### config.mk
export PLATFORM = sky130hd
export DESIGN_NAME = grant_mux
export DESIGN_NICKNAME = d
export VERILOG_FILES = /design/src/rtl/grant_mux_pkg.sv /design/src/rtl/grant_mux_grant_decode.sv /design/src/rtl/grant_mux.sv
export SDC_FILE = /design/constraint.sdc
export NUM_CORES = 1
export LEC_CHECK = 0
export ABC_AREA = 1
export CAP_MARGIN = 10
export CORE_UTILIZATION = 40
export DETAILED_ROUTE_END_ITERATION = 10
export HOLD_SLACK_MARGIN = 0.1
export PLACE_DENSITY_LB_ADDON = 0.05
export SYNTH_ARGS = -nofsm -noshare
export SYNTH_HDL_FRONTEND = slang
export SYNTH_SLANG_ARGS = --single-unit
### constraint.sdc
create_clock -name clk -period 1.6 [get_ports clk]
set_input_delay 0.24 -clock clk [delete_from_list [all_inputs] [get_ports clk]]
set_output_delay 0.24 -clock clk [all_outputs]
set_load 0.05 [all_outputs]
### src/rtl/grant_mux_pkg.sv
// Shared types and helpers for grant_mux.
package grant_mux_pkg;

  localparam int unsigned SRC_W = 2;

  typedef logic [SRC_W-1:0] src_t;

  typedef enum logic {
    ST_EMPTY = 1'b0,
    ST_FULL  = 1'b1
  } state_t;

  localparam src_t SRC0 = SRC_W'(0);
  localparam src_t SRC1 = SRC_W'(1);
  localparam src_t SRC2 = SRC_W'(2);

  // Decoded grant: index of the granted client plus an exactly-one-hot flag.
  typedef struct packed {
    logic single;
    src_t idx;
  } grant_dec_t;

  // Encode a 3-bit grant vector; single is clear for 000 and any multi-hot value.
  function automatic grant_dec_t onehot3_to_idx(input logic [2:0] g);
    grant_dec_t r;
    r.single = 1'b0;
    r.idx    = SRC0;
    case (g)
      3'b001: begin r.single = 1'b1; r.idx = SRC0; end
      3'b010: begin r.single = 1'b1; r.idx = SRC1; end
      3'b100: begin r.single = 1'b1; r.idx = SRC2; end
      default: begin r.single = 1'b0; r.idx = SRC0; end
    endcase
    return r;
  endfunction

endpackage

### src/rtl/grant_mux_grant_decode.sv
// Combinational one-hot check and index encode of the arbiter grant vector.
module grant_decode
  import grant_mux_pkg::*;
(
  input  logic [2:0] grant,
  output logic       single_c,
  output logic       multi_c,
  output src_t       idx_c
);

  grant_dec_t dec_c;

  // Decode grant into index and single/multi flags.
  always_comb begin
    dec_c    = onehot3_to_idx(grant);
    single_c = dec_c.single;
    idx_c    = dec_c.idx;
    multi_c  = (|grant) & ~dec_c.single;
  end

endmodule

### src/rtl/grant_mux.sv
// Grant-driven 3:1 data mux with a one-entry valid/ready output stage.
// Optional per-client beat counters are built when GRANT_MUX_STATS_EN is defined.
module grant_mux
  import grant_mux_pkg::*;
#(
  parameter int unsigned DATA_W = 32,
  parameter int unsigned CNT_W  = 16
) (
  input  logic              clk,
  input  logic              res_n,
  input  logic              grant0,
  input  logic              grant1,
  input  logic              grant2,
  input  logic [DATA_W-1:0] data0,
  input  logic [DATA_W-1:0] data1,
  input  logic [DATA_W-1:0] data2,
  output logic              ack0,
  output logic              ack1,
  output logic              ack2,
  output logic              out_valid,
  input  logic              out_ready,
  output logic [DATA_W-1:0] out_data,
  output logic [SRC_W-1:0]  out_src,
  output logic              out_first,
  output logic              err_multi,
`ifdef GRANT_MUX_STATS_EN
  output logic [CNT_W-1:0]  beats0,
  output logic [CNT_W-1:0]  beats1,
  output logic [CNT_W-1:0]  beats2,
`endif
  input  logic              err_clr
);

  state_t            state;
  state_t            state_nxt;
  logic              dec_single_c;
  logic              dec_multi_c;
  src_t              dec_idx_c;
  logic              load_c;
  logic              accept_c;
  logic [DATA_W-1:0] data_sel_c;
  logic              prev_vld_c;
  src_t              prev_src_c;
  logic              first_c;
  logic              err_nxt_c;
  src_t              last_src;
  logic              last_src_vld;

  grant_decode u_grant_decode (
    .grant    ({grant2, grant1, grant0}),
    .single_c (dec_single_c),
    .multi_c  (dec_multi_c),
    .idx_c    (dec_idx_c)
  );

  assign out_valid = (state == ST_FULL);
  assign accept_c  = out_valid & out_ready;

  assign ack0 = grant0 & load_c;
  assign ack1 = grant1 & load_c;
  assign ack2 = grant2 & load_c;

  // State register.
  always_ff @(posedge clk or negedge res_n) begin
    if (!res_n) begin
      state <= ST_EMPTY;
    end else begin
      state <= state_nxt;
    end
  end

  // Next state and load decision; a load is possible whenever the slot is or becomes free.
  always_comb begin
    state_nxt = state;
    load_c    = 1'b0;
    case (state)
      ST_EMPTY: begin
        load_c = dec_single_c;
        if (load_c) state_nxt = ST_FULL;
      end
      ST_FULL: begin
        load_c = dec_single_c & out_ready;
        if (out_ready && !load_c) state_nxt = ST_EMPTY;
      end
      default: begin
        state_nxt = ST_EMPTY;
      end
    endcase
  end

  // Data select, first-beat detection and sticky error next value.
  always_comb begin
    data_sel_c = '0;
    case (dec_idx_c)
      SRC0:    data_sel_c = data0;
      SRC1:    data_sel_c = data1;
      SRC2:    data_sel_c = data2;
      default: data_sel_c = '0;
    endcase
    // A beat accepted this cycle is the previous beat for a same-cycle reload.
    prev_vld_c = accept_c | last_src_vld;
    prev_src_c = accept_c ? out_src : last_src;
    first_c    = ~prev_vld_c | (dec_idx_c != prev_src_c);
    err_nxt_c  = err_multi;
    if (err_clr)     err_nxt_c = 1'b0;
    if (dec_multi_c) err_nxt_c = 1'b1;
  end

  // Output stage, last-accepted-source tracking and error flag.
  always_ff @(posedge clk or negedge res_n) begin
    if (!res_n) begin
      out_data     <= '0;
      out_src      <= SRC0;
      out_first    <= 1'b0;
      last_src     <= SRC0;
      last_src_vld <= 1'b0;
      err_multi    <= 1'b0;
    end else begin
      if (load_c) begin
        out_data  <= data_sel_c;
        out_src   <= dec_idx_c;
        out_first <= first_c;
      end
      if (accept_c) begin
        last_src     <= out_src;
        last_src_vld <= 1'b1;
      end
      err_multi <= err_nxt_c;
    end
  end

`ifdef GRANT_MUX_STATS_EN
  localparam logic [CNT_W-1:0] CNT_MAX = '1;

  // Saturating per-client accepted-beat counters, cleared with the error flag.
  always_ff @(posedge clk or negedge res_n) begin
    if (!res_n) begin
      beats0 <= '0;
      beats1 <= '0;
      beats2 <= '0;
    end else if (err_clr) begin
      beats0 <= '0;
      beats1 <= '0;
      beats2 <= '0;
    end else if (accept_c) begin
      case (out_src)
        SRC0:    if (beats0 != CNT_MAX) beats0 <= beats0 + CNT_W'(1);
        SRC1:    if (beats1 != CNT_MAX) beats1 <= beats1 + CNT_W'(1);
        SRC2:    if (beats2 != CNT_MAX) beats2 <= beats2 + CNT_W'(1);
        default: ;
      endcase
    end
  end
`endif

endmodule

==> results.sh <==
export IMPL_overflow=0
export IMPL_pwr_share_comb_pct=48.6
export IMPL_insertion_delay_ns=0.28
export IMPL_cts_buffers=5
export IMPL_fp_dieH_um=77.4
export IMPL_synth_top_area_share_pct=44.0
export IMPL_finalInstanceArea_um2=3990
export IMPL_hold_path_class="in2async"
export IMPL_antenna_found_initial=0
export IMPL_place_gp_congestion=0.829
export IMPL_nets=593
export IMPL_yosys_warnings=0
export IMPL_clk_pin_slew_ns=0.08
export IMPL_status="finished, final reports clean"
export IMPL_initial_core_util_pct=41.3
export IMPL_wl_mm=7.13
export IMPL_stdcell_count=563
export IMPL_wl_per_cell_um=12.7
export IMPL_power_density_nw_per_um2=1010
export IMPL_vias_per_cell=4.83
export IMPL_syn_area_um2=2270
export IMPL_ios=143
export IMPL_synthArstFlopShare_pct=100
export IMPL_cp_required_ns=1.36
export IMPL_hold_viol=0
export IMPL_yosys_cell_types_count=19
export IMPL_yosys_top_cells_count="nand2_1 (177), nand3_1 (68), dfrtp_1 (40)"
export IMPL_drv_cap=0
export IMPL_cp_startpoint="out_ready"
export IMPL_cpPeakStageDelay_ns=0.47
export IMPL_setup_ws_ns=0.0801
export IMPL_synth_edf_count=0
export IMPL_power_internal_mw=2.30
export IMPL_synth_seq_cells=40
export IMPL_ys_flop_type="dfrtp_1"
export IMPL_synthTopCellsByArea="dfrtp_1 (44%), nand2_1 (29%), nand3_1 (15%)"
export IMPL_antenna_left=0
export IMPL_cp_top_family="buffers and inverters"
export IMPL_first_pass_iters=7
export IMPL_tns_ns=0
export IMPL_total_power_mw=4.01
export IMPL_clock_sink_count=40
export IMPL_reg2reg_depth=6
export IMPL_drtIter0Drc=125
export IMPL_place_ws_ns=-0.208
export IMPL_place_port_buffers=142
export IMPL_synth_cells=332
export IMPL_critPathBufInv=5
export IMPL_end_kind="output pin"
export IMPL_critPathMaxFanout=3
export IMPL_place_inst=551
export IMPL_placed_area_um2=3840
export IMPL_setup_viol=0
export IMPL_finalCritPeriodShare_pct=95.0
export IMPL_timing_setup_critical_path_class="in2out"
export IMPL_final_max_slew_viol_count=0
export IMPL_utilization_pct=72.4
export IMPL_pwr_share_clk_pct=17.4
export IMPL_yosysTopAreaCell="dfrtp_1"
export IMPL_worst_r2r_setup_slack_ns=0.32
export IMPL_finClkSkew_ns=0.00411
export IMPL_diodes=0
export IMPL_fin_worst_hold_slack_ns=0.432
export IMPL_share_seq_of_total_power_pct=33.9
export IMPL_critical_path_cell_count=7
export IMPL_r2r_start="out_valid$_DFF_PN0_"
export IMPL_die_area_um2=5990
export IMPL_crit_path_end="ack1"
export IMPL_syn_num_nets=435
export IMPL_dpl_hpwl_mm=5.47
export IMPL_die_width_um=77.4
export IMPL_grt_first_pass_wirelength_mm=11.8
export IMPL_worst_pin_slew_ns=0.453
export IMPL_ys_seq_area_share_pct=44.0
export IMPL_fp_coreArea_um2=5510
export IMPL_fin_crit_ns=1.52
export IMPL_layout_drive_gt1_share_pct=18.5
export IMPL_p_sw_share_pct=42.6
export IMPL_rsz0062_at_grt="no"
export IMPL_grt_pass1_vias=2627
export IMPL_ctsHtreeMaxLevel=2
export IMPL_drc=0
export IMPL_vias=2717
export IMPL_max_slew_margin_pct=69.8
export IMPL_path_cells="clkdlybuf4s50_1 > inv_1 > nand2_1 > buf_4 > nand2_2 > inv_2 > buf_12"
export IMPL_p_switching_mw=1.71
export IMPL_slowest_stage="clkdlybuf4s50_1"
export IMPL_start_kind="input port"
export IMPL_grt_max_degree=23
export IMPL_p_leak_nw=2.01
export IMPL_avgSynthCellArea_um2=6.85
export IMPL_synthMostInstantiatedCell="nand2_1"
export IMPL_syn_to_final_growth_pct=75.3
export IMPL_cts_tree="yes"
export IMPL_track_usage_pct=24.7
export IMPL_r2r_end="out_src[0]$_DFFE_PN0N_"
export IMPL_clockRootBuffer="clkbuf_8"
export IMPL_rows=27
export IMPL_worstPathArrival_ns=1.28
export IMPL_clock_tree_buffer_depth=2
export IMPL_fmax_ghz=0.658
export IMPL_ir_drop_uv=605
-- cell usage in the layout (no fill, tap or decap), drive strengths merged --
master | synthesis | layout
nand4 | 1 | 1
clkbuf | 0 | 7
nand3 | 70 | 70
inv | 12 | 12
dlygate4sd2 | 0 | 3
clkdlybuf4s50 | 0 | 98
o22ai | 1 | 1
buf | 19 | 68
dfrtp | 40 | 40
clkinvlp | 0 | 1
dlygate4sd3 | 0 | 1
nor2 | 6 | 6
nand2 | 179 | 179
a21oi | 2 | 2
o21ai | 2 | 2
-- layer usage --
| metal | wire (µm) | vias to the layer above | track usage (%) |
|---|---|---|---|
| li1 | - | 1369 | - |
| met1 | 3010 | 1222 | 28.8 |
| met2 | 3470 | 113 | 44.8 |
| met3 | 511 | 13 | 5.06 |
| met4 | 135 | 0 | 8.49 |
| met5 | 0 | - | 0 |
-- worst reg2reg max path, cell delays in order, from the launching register on --
cell,delay [ns]
dfrtp_2,0.44
nand2_1,0.14
nand2_4,0.09
buf_4,0.16
inv_2,0.09
buf_12,0.15
o21ai_0,0.08
-- sequential cells by signal, indices dropped and copies added (netlist names) --
name          count
out_data         32
last_src          2
last_src_vld      1
out_src           2
out_valid         1
err_multi         1
out_first         1
-- how the worst min path moves through the flow --
stage	cells past startpoint	endpoint	slack [ns]
CTS	2	out_data[30]$_DFFE_PN0N_	0.44
floorplan	0	err_multi$_DFFE_PN0P_	-0.06
global route	2	out_data[14]$_DFFE_PN0N_	0.48
global placement	1	out_data[30]$_DFFE_PN0N_	0.21
finish	2	out_data[30]$_DFFE_PN0N_	0.43
detailed placement	1	out_data[30]$_DFFE_PN0N_	0.21
-- timing repair --
action,CTS,global route
resized for setup,8,0
setup buffers,3,0
hold buffers,1,0
endpoints found under the hold margin,18,0
setup endpoints to repair,3,0
-- power groups by stage --
stage          registers (mW)  clock network (mW)  logic (mW)
2_1_floorplan            2.09                   0       0.422
3_3_place_gp             1.37                   0        1.93
3_5_place_dp             1.38                   0        1.95
4_1_cts                  1.36               0.714        1.97
5_1_grt                  1.39               0.754        2.08
6_report                 1.36               0.700        1.95
-- logic make-up after synthesis --
family / after synthesis / synth area share [%]
AO/OA/AOI/OAI: 5 / 1.16
buffers and inverters: 31 / 7.27
AND/OR/NAND/NOR: 256 / 47.6
flip-flops: 40 / 44.0
-- area by class of cell --
cell class,count,area [µm²]
fillers,456,1520
inverters,12,45.0
multi-input cells,261,1140
clock buffers,7,86.3
flip-flops and latches,40,1000
repair buffers,170,1610
well taps,72,90.1
clock inverters,1,7.51
Power figures use the tool's default switching activity.
